**config.mk**
```make
export PLATFORM = sky130hd
export DESIGN_NAME = fft_result_reader
export DESIGN_NICKNAME = d
export VERILOG_FILES = /design/src/rtl/fft_if_pkg.sv /design/src/rtl/result_counter.sv /design/src/rtl/fft_result_reader.sv
export SDC_FILE = /design/constraint.sdc
export NUM_CORES = 1
export LEC_CHECK = 0
export BUFFER_PORTS_ARGS = -buffer_cell sky130_fd_sc_hd__buf_2
export CORE_MARGIN = 10
export CORE_UTILIZATION = 32
export CTS_CLUSTER_SIZE = 16
export DETAILED_ROUTE_END_ITERATION = 10
export PLACE_DENSITY = 0.86
export SYNTH_ARGS = -nofsm -noshare
export SYNTH_HDL_FRONTEND = slang
export SYNTH_SLANG_ARGS = --single-unit
export TNS_END_PERCENT = 5
```
**constraint.sdc**
```tcl
create_clock -name clk -period 1.47 [get_ports clk]
set_input_delay 0.2205 -clock clk [delete_from_list [all_inputs] [get_ports clk]]
set_output_delay 0.2205 -clock clk [all_outputs]
set_load 0.01 [all_outputs]
```
**src/rtl/fft_if_pkg.sv**
```systemverilog
// fft_if_pkg: shared types and constants for the FFT host-side interface
package fft_if_pkg;
  typedef enum logic [1:0] {IDLE, READY, DRAIN} rd_state_t;
  localparam int RESULT_ADDR_BITS = 9;
  localparam int STATUS_SEL_BIT = RESULT_ADDR_BITS;
  localparam int ERR_CLR_BIT = 2;
  localparam int RD_LATENCY = 2;
  localparam int ST_READY_BIT = 0;
  localparam int ST_DRAIN_BIT = 1;
  localparam int ST_ERR_BIT = 2;
endpackage

```
**src/rtl/result_counter.sv**
```systemverilog
// result_counter: modulo-N up-counter tracking legal result reads in a frame
module result_counter #(
  parameter int W = 9,
  parameter int N = 512
) (
  input  logic         clk,
  input  logic         n_rst,
  input  logic         count_en,
  input  logic         clear,
  output logic [W-1:0] count,
  output logic         last,
  output logic         rollover_flag
);
  assign last = count == W'(N - 1);
  assign rollover_flag = count_en & last;
  always_ff @(posedge clk)
    if (!n_rst || clear) count <= '0;
    else if (count_en) count <= rollover_flag ? '0 : count + 1'b1;
endmodule

```
**src/rtl/fft_result_reader.sv**
```systemverilog
// fft_result_reader: Avalon-MM read slave returning FFT results with 2-cycle latency
module fft_result_reader
  import fft_if_pkg::*;
#(
  parameter int ADDR_BITS = RESULT_ADDR_BITS,
  parameter int NUM_SAMPLES = 512,
  parameter int DATA_W = 32
) (
  input  logic                 clk,
  input  logic                 n_rst,
  input  logic                 rEn,
  input  logic                 wEn,
  input  logic [63:0]          address,
  input  logic [DATA_W-1:0]    wData,
  output logic [DATA_W-1:0]    rData,
  output logic                 rDataValid,
  input  logic                 fft_done,
  output logic                 ram_rd_en,
  output logic [ADDR_BITS-1:0] ram_addr,
  input  logic [DATA_W-1:0]    ram_data,
  output logic                 read_done
);
  rd_state_t state, state_d;
  logic is_stat, data_rd, legal, illegal, err, err_clr, rollover;
  logic v1, legal1, last1;
  logic [DATA_W-1:0] word1, status;
  logic [ADDR_BITS-1:0] count_unused;
  logic last_unused, unused;
  assign is_stat = address[ADDR_BITS];
  assign data_rd = rEn & ~is_stat;
  assign legal = data_rd & (state == READY);
  assign illegal = data_rd & (state != READY);
  assign err_clr = wEn & is_stat & wData[ERR_CLR_BIT];
  assign ram_rd_en = legal;
  assign ram_addr = address[ADDR_BITS-1:0];
  assign unused = ^{address[63:ADDR_BITS+1], wData[DATA_W-1:ERR_CLR_BIT+1], wData[ERR_CLR_BIT-1:0]};
  always_comb begin
    status = '0;
    status[ST_READY_BIT] = state == READY;
    status[ST_DRAIN_BIT] = state == DRAIN;
    status[ST_ERR_BIT] = err;
  end
  result_counter #(.W(ADDR_BITS), .N(NUM_SAMPLES)) u_cnt (
    .clk(clk),
    .n_rst(n_rst),
    .count_en(legal),
    .clear(rollover),
    .count(count_unused),
    .last(last_unused),
    .rollover_flag(rollover)
  );
  // rollover can only fire in READY, since only legal reads advance the counter
  always_comb begin
    state_d = (state == IDLE && fft_done) ? READY :
              rollover                    ? DRAIN :
              (state == DRAIN && last1)   ? IDLE  : state;
  end
  always_ff @(posedge clk)
    if (!n_rst) begin
      state <= IDLE;
      err <= 1'b0;
      v1 <= 1'b0;
      legal1 <= 1'b0;
      last1 <= 1'b0;
      word1 <= '0;
      rData <= '0;
      rDataValid <= 1'b0;
      read_done <= 1'b0;
    end else begin
      state <= state_d;
      err <= illegal | (err & ~err_clr);
      v1 <= rEn;
      legal1 <= legal;
      last1 <= rollover;
      word1 <= (rEn & is_stat) ? status : '0;
      rDataValid <= v1;
      rData <= legal1 ? ram_data : word1;
      read_done <= last1;
    end
endmodule

```
# Yosys cells after proc, flatten, opt, wreduce, memory -nomap -nowiden

Cells that the tools add are included.
W data, S select, Z words.

Add/subtract/negate cells: 1
Equal/unequal tests: 4
Multiplexer cells: 5
Bitwise logic cells: 12
Reduce and logical (&&, ||, !) cells: 9

Operators by type and width:

| kind                  | number |
|---|---|
| $mux W32              | 1 |
| $add A9 B1 Y9 const B | 1 |
| $eq A9 B9 Y1 const B  | 1 |
| $mux W9               | 1 |
| $and A1 B1 Y1         | 8 |
| $mux W2               | 2 |
| $not A1 Y1            | 3 |
| $reduce_bool A3 Y1    | 1 |
| $eq A2 B1 Y1 const B  | 1 |
| $eq A2 B2 Y1 const B  | 1 |
| $logic_and A1 B1 Y1   | 2 |
| $logic_not A2 Y1      | 1 |
| $ne A2 B1 Y1 const B  | 1 |
| $reduce_and A2 Y1     | 1 |
| $reduce_bool A2 Y1    | 1 |
| $reduce_or A2 Y1      | 1 |
| $logic_not A1 Y1      | 1 |
| $logic_or A1 B1 Y1    | 1 |
| $mux W1               | 1 |
| $or A1 B1 Y1          | 1 |

Bits in registers: 81
Input port bits: 133
Output and inout bits: 44
Word-level logic and storage cells: 43

# Depth between registers and ports, before layout

Depth in word-level cells: 6
Mapped depth: 7
Depth with buffers taken out: 7

# Hierarchy

A second synthesis with hierarchy kept.

Cells, all modules: 162
Area total of the unflattened synthesis: 1801.7 µm²

Modules (own cells, without submodules):

| module            | times used | cells each | area an instance (µm²) | sequential area each (µm²) |
|---|---|---|---|---|
| fft_result_reader | 1          | 117        | 1396.3                 | 860.8 |
| result_counter    | 1          | 45         | 405.4                  | 180.2 |

# Worst setup path before layout

No wires, ideal clock.

Path type: reg2reg
Start: register u_cnt.count[0]
End: register state[0]
Library setup time: 0.129 ns
Arrival: 1.349 ns
Data required time: 1.341 ns
Setup slack: -0.008 ns
Cell stages (with the launch flop): 8
Buffers on the path: 0
Period minus slack after synthesis: 1.478 ns
Cell sequence: dfxtp_1 > ha_1 > nand3_1 > nor2_1 > ha_1 > inv_1 > o21ai_2 > o22ai_1

Longest elaborated chain between the ends: 4
Elaborated cells on any way between the ends: 5
Classes of those cells: 1 x eq/ne; 2 x mux; 1 x bitwise; 1 x reduce/logical

RTL lines:

| element                  | line                    | text |
|---|---|---|
| start: declaration       | result_counter.sv:10    | `output logic [W-1:0] count,` |
| start signal: assignment | result_counter.sv:18    | `else if (count_en) count <= rollover_flag ? '0 : count + 1'b1;` |
| $eq A9 B9 Y1 (*)         | result_counter.sv:14    | `assign last = count == W'(N - 1);` |
| $and A1 B1 Y1 (*)        | result_counter.sv:15    | `assign rollover_flag = count_en & last;` |
| $mux W2                  | fft_result_reader.sv:55 | `rollover ? DRAIN :` |
| $mux W1                  | fft_result_reader.sv:54 | `state_d = (state == IDLE && fft_done) ? READY :` |
| end signal: assignment   | fft_result_reader.sv:70 | `state <= state_d;` |
| end: declaration         | fft_result_reader.sv:23 | `rd_state_t state, state_d;` |

Every way passes the cells marked *; elsewhere a longest branch is shown, timed or not.
A chain may end at the register's enable or synchronous reset.

# Final worst setup path

Start: register u_cnt.count[0]
End: register u_cnt.count[6]

Longest elaborated chain between the ends: 3
Elaborated cells on any way between the ends: 5
Classes of those cells: 1 x add/sub; 1 x eq/ne; 1 x mux; 1 x bitwise; 1 x reduce/logical

RTL lines:

| element |
|---|
| parallel branches: the longest is 3 deep, another holds $add A9 B1 Y9 |

Parallel ways; which one is timed is not known.

==> flow_summary.json <==
{
  "outcome": "finished clean",
  "cp_slowest_cell": "or4_1",
  "rsz0062_at_grt": "true",
  "synth_area_leader_cell": "dfxtp_1",
  "start_kind": "flip-flop",
  "initial_utilization_pct": 33.7,
  "hpwl_mm": 3.32,
  "synth_nets": 303,
  "slew_violations": 0,
  "critPathCapture": "u_cnt.count[6]",
  "fin_nets": 384,
  "ys_types": 27,
  "post-place-ws_ns": -0.0798,
  "drtIter0Drc": 30,
  "hold_class": "in2reg",
  "endpoint_kind": "flip-flop",
  "p_per_area_mw_per_mm2": 1020,
  "crit_required_ns": 1.70,
  "area_growth_pct": 36.2,
  "n_antenna_cell": 0,
  "ir_worst_vdd_uv": 408,
  "synth_enable_flop_cells": 0,
  "vias": 1432,
  "synth_most_common_cell": "dfxtp_1",
  "grt_overflow": 0,
  "pin_count": 177,
  "track_usage_pct": 9.04,
  "reg2reg_depth": 5,
  "nFillCells": 507,
  "cp-startpoint": "u_cnt.count[0]",
  "cp_max_fo": 4,
  "die_w_um": 94.0,
  "crit_type": "reg2reg",
  "via_per_inst": 4.48,
  "htreeDepth": 2,
  "syn_area_per_cell_sq_um": 10.4,
  "die_y_um": 94.0,
  "yosysWarnings": 0,
  "drtPass1Iterations": 4,
  "slew_headroom_pct": 76.8,
  "drive_above_1_share_pct": 44.0,
  "clock_latency_ns": 0.30,
  "synth_commonest_cells": "52 x dfxtp_1, 31 x and3_1, 9 x a21oi_1, 9 x buf_4, 9 x nand2_1",
  "totalWireLength_mm": 4.31,
  "synthTopCellsByArea": "dfxtp_1 59%, and3_1 11%, buf_4 3.9%, a21oi_1 2.6%, nand2_1 1.9%",
  "die_area_sq_mm": 0.00884,
  "cp_data_arrival_time_ns": 1.62,
  "r2r-end": "u_cnt.count[6]",
  "fin_ws_ns": 0.0748,
  "antenna_found_initial": 0,
  "clock_skew_ns": 0.00753,
  "min_period_over_period_pct": 94.9,
  "clock_path_buffers": 2,
  "grt_max_degree": 26,
  "finalPower_w": 0.00243,
  "core_area_sq_mm": 0.00520,
  "grt_pass1_wl_mm": 6.49,
  "final_antenna_net_count": 0,
  "slowest_delay_ns": 0.46,
  "syn_area_sq_mm": 0.00175,
  "ys_seq_area_share_pct": 59.4,
  "ys.flop_type": "dfxtp_1",
  "finalSetupViolCount": 0,
  "synth.ff_latch_count": 52,
  "synth_top_area_share_pct": 59.4,
  "fmax_mhz": 717,
  "path_cells": "ha_4 -> nand3_2 -> buf_4 -> or4_1 -> a21oi_1",
  "grt_pass1_vias": 1451,
  "cts.clk_slew.worst_paths_ns": 0.09,
  "cts_made_buffers": 5,
  "ff2ff_setup_slack_ns": 0.07,
  "cts_tree": "done",
  "clock_sinks": 52,
  "place_congestion": 0.792,
  "rows": 26,
  "async_flop_share_pct": 0,
  "worst_pin_slew_ns": 0.348,
  "p_leak_nw": 1.19,
  "finalCriticalPeriod_ns": 1.40,
  "fin_cells": 320,
  "port_buffers": 73,
  "dpl.cell_count": 305,
  "wire_per_inst_um": 13.5,
  "cap_violations": 0,
  "r2r_start": "u_cnt.count[0]",
  "drc": 0,
  "root_buffer": "clkbuf_8",
  "hold_violations": 0,
  "synthCells": 168
}
layer usage:
layer	up-vias	routed length (um)	global-route usage, %
met4	0	36	2.28
met3	7	569	5.52
met5	-	0	0
met2	58	1960	15.7
li1	728	-	-
met1	639	1740	8.94
logic make-up (layout without fill, tap and decap cells):
kind of cell / Yosys count / in the layout / synth area share (%)
xor gates and xnor gates: 1 / 1 / 0.500
muxes: 3 / 3 / 1.71
adders and majority gates: 2 / 2 / 1.43
AOI/OAI and AO/OA: 20 / 21 / 6.64
DFF: 52 / 52 / 59.4
buffers and inverters: 24 / 105 / 7.14
and+or+nand+nor: 66 / 66 / 23.2
power by group:
group          switching, W  internal [W]  leakage, nW
sequential        0.0000103       0.00143        0.421
combinational     0.0000791     0.0000904        0.725
clock              0.000438      0.000383       0.0445
repair_timing:
item                       4_1_cts  5_1_grt
pin swaps                        1        4
cloned                           1        0
setup endpoints to repair       11       11
hold buffers                     0        0
resized for setup                2       10
buffers inserted                 0        6
flip-flops by register name, summed over array words and instances, names as in the netlist:
| signal | flops |
|---|---|
| last1 | 1 |
| rData | 32 |
| err | 1 |
| read_done | 1 |
| state | 2 |
| v1 | 1 |
| u_cnt.count | 9 |
| legal1 | 1 |
| rDataValid | 1 |
| word1 | 3 |
cell usage in the layout (no fill, tap or decap), drive strengths merged, types with 4 or more instances in the layout:
cell type,n
inv,6
o21ai,7
clkbuf,8
a21oi,9
nand2,9
dfxtp,52
buf,90
and3,31
and2,4
nor2b,4
worst min path at each step:
stage                 start         end  slack, ns  depth (start not counted)
6_report       ram_data[15]   rData[15]       0.16                          2
5_1_grt        ram_data[13]   rData[13]       0.14                          2
4_1_cts        ram_data[15]   rData[15]       0.15                          2
3_5_place_dp             v1  rDataValid       0.43                          1
3_3_place_gp             v1  rDataValid       0.42                          1
2_1_floorplan    address[9]    word1[0]       0.36                          2
critical path: cells and delay by family (launching register included):
kind / cells / cell delay (ns)
adder cells (fa/ha/maj): 1 / 0.14
flip-flops: 1 / 0.37
AND/OR/NAND/NOR: 2 / 0.54
AO/OA/AOI/OAI: 1 / 0.12
buffers and inverters: 1 / 0.15
final cells by class:
type / instances / area [sq um] / share of cell area (%)
Sequential cell: 52 / 1040 / 43.7
Multi-Input combinational cell: 93 / 639 / 26.8
Timing Repair Buffer: 91 / 498 / 20.9
Tap cell: 70 / 87.6 / 3.67
Clock buffer: 7 / 86.3 / 3.62
Inverter: 6 / 25.0 / 1.05
Clock inverter: 1 / 7.51 / 0.314
stage by stage:
stage | TNS, ns | utilization (%) | hold slack (ns) | cell area, sq um
6_report | 0 | 45.9 | 0.159 | 2390
3_3_place_gp | -0.00229 | 42.3 | 0.422 | 2200
5_1_grt | -0.0214 | 45.9 | 0.139 | 2390
2_1_floorplan | 0 | - | 0.358 | 1760
3_5_place_dp | -0.334 | 42.3 | 0.429 | 2200
4_1_cts | -0.00827 | 44.3 | 0.145 | 2310
Note: power is estimated with default switching activity, not from simulation.
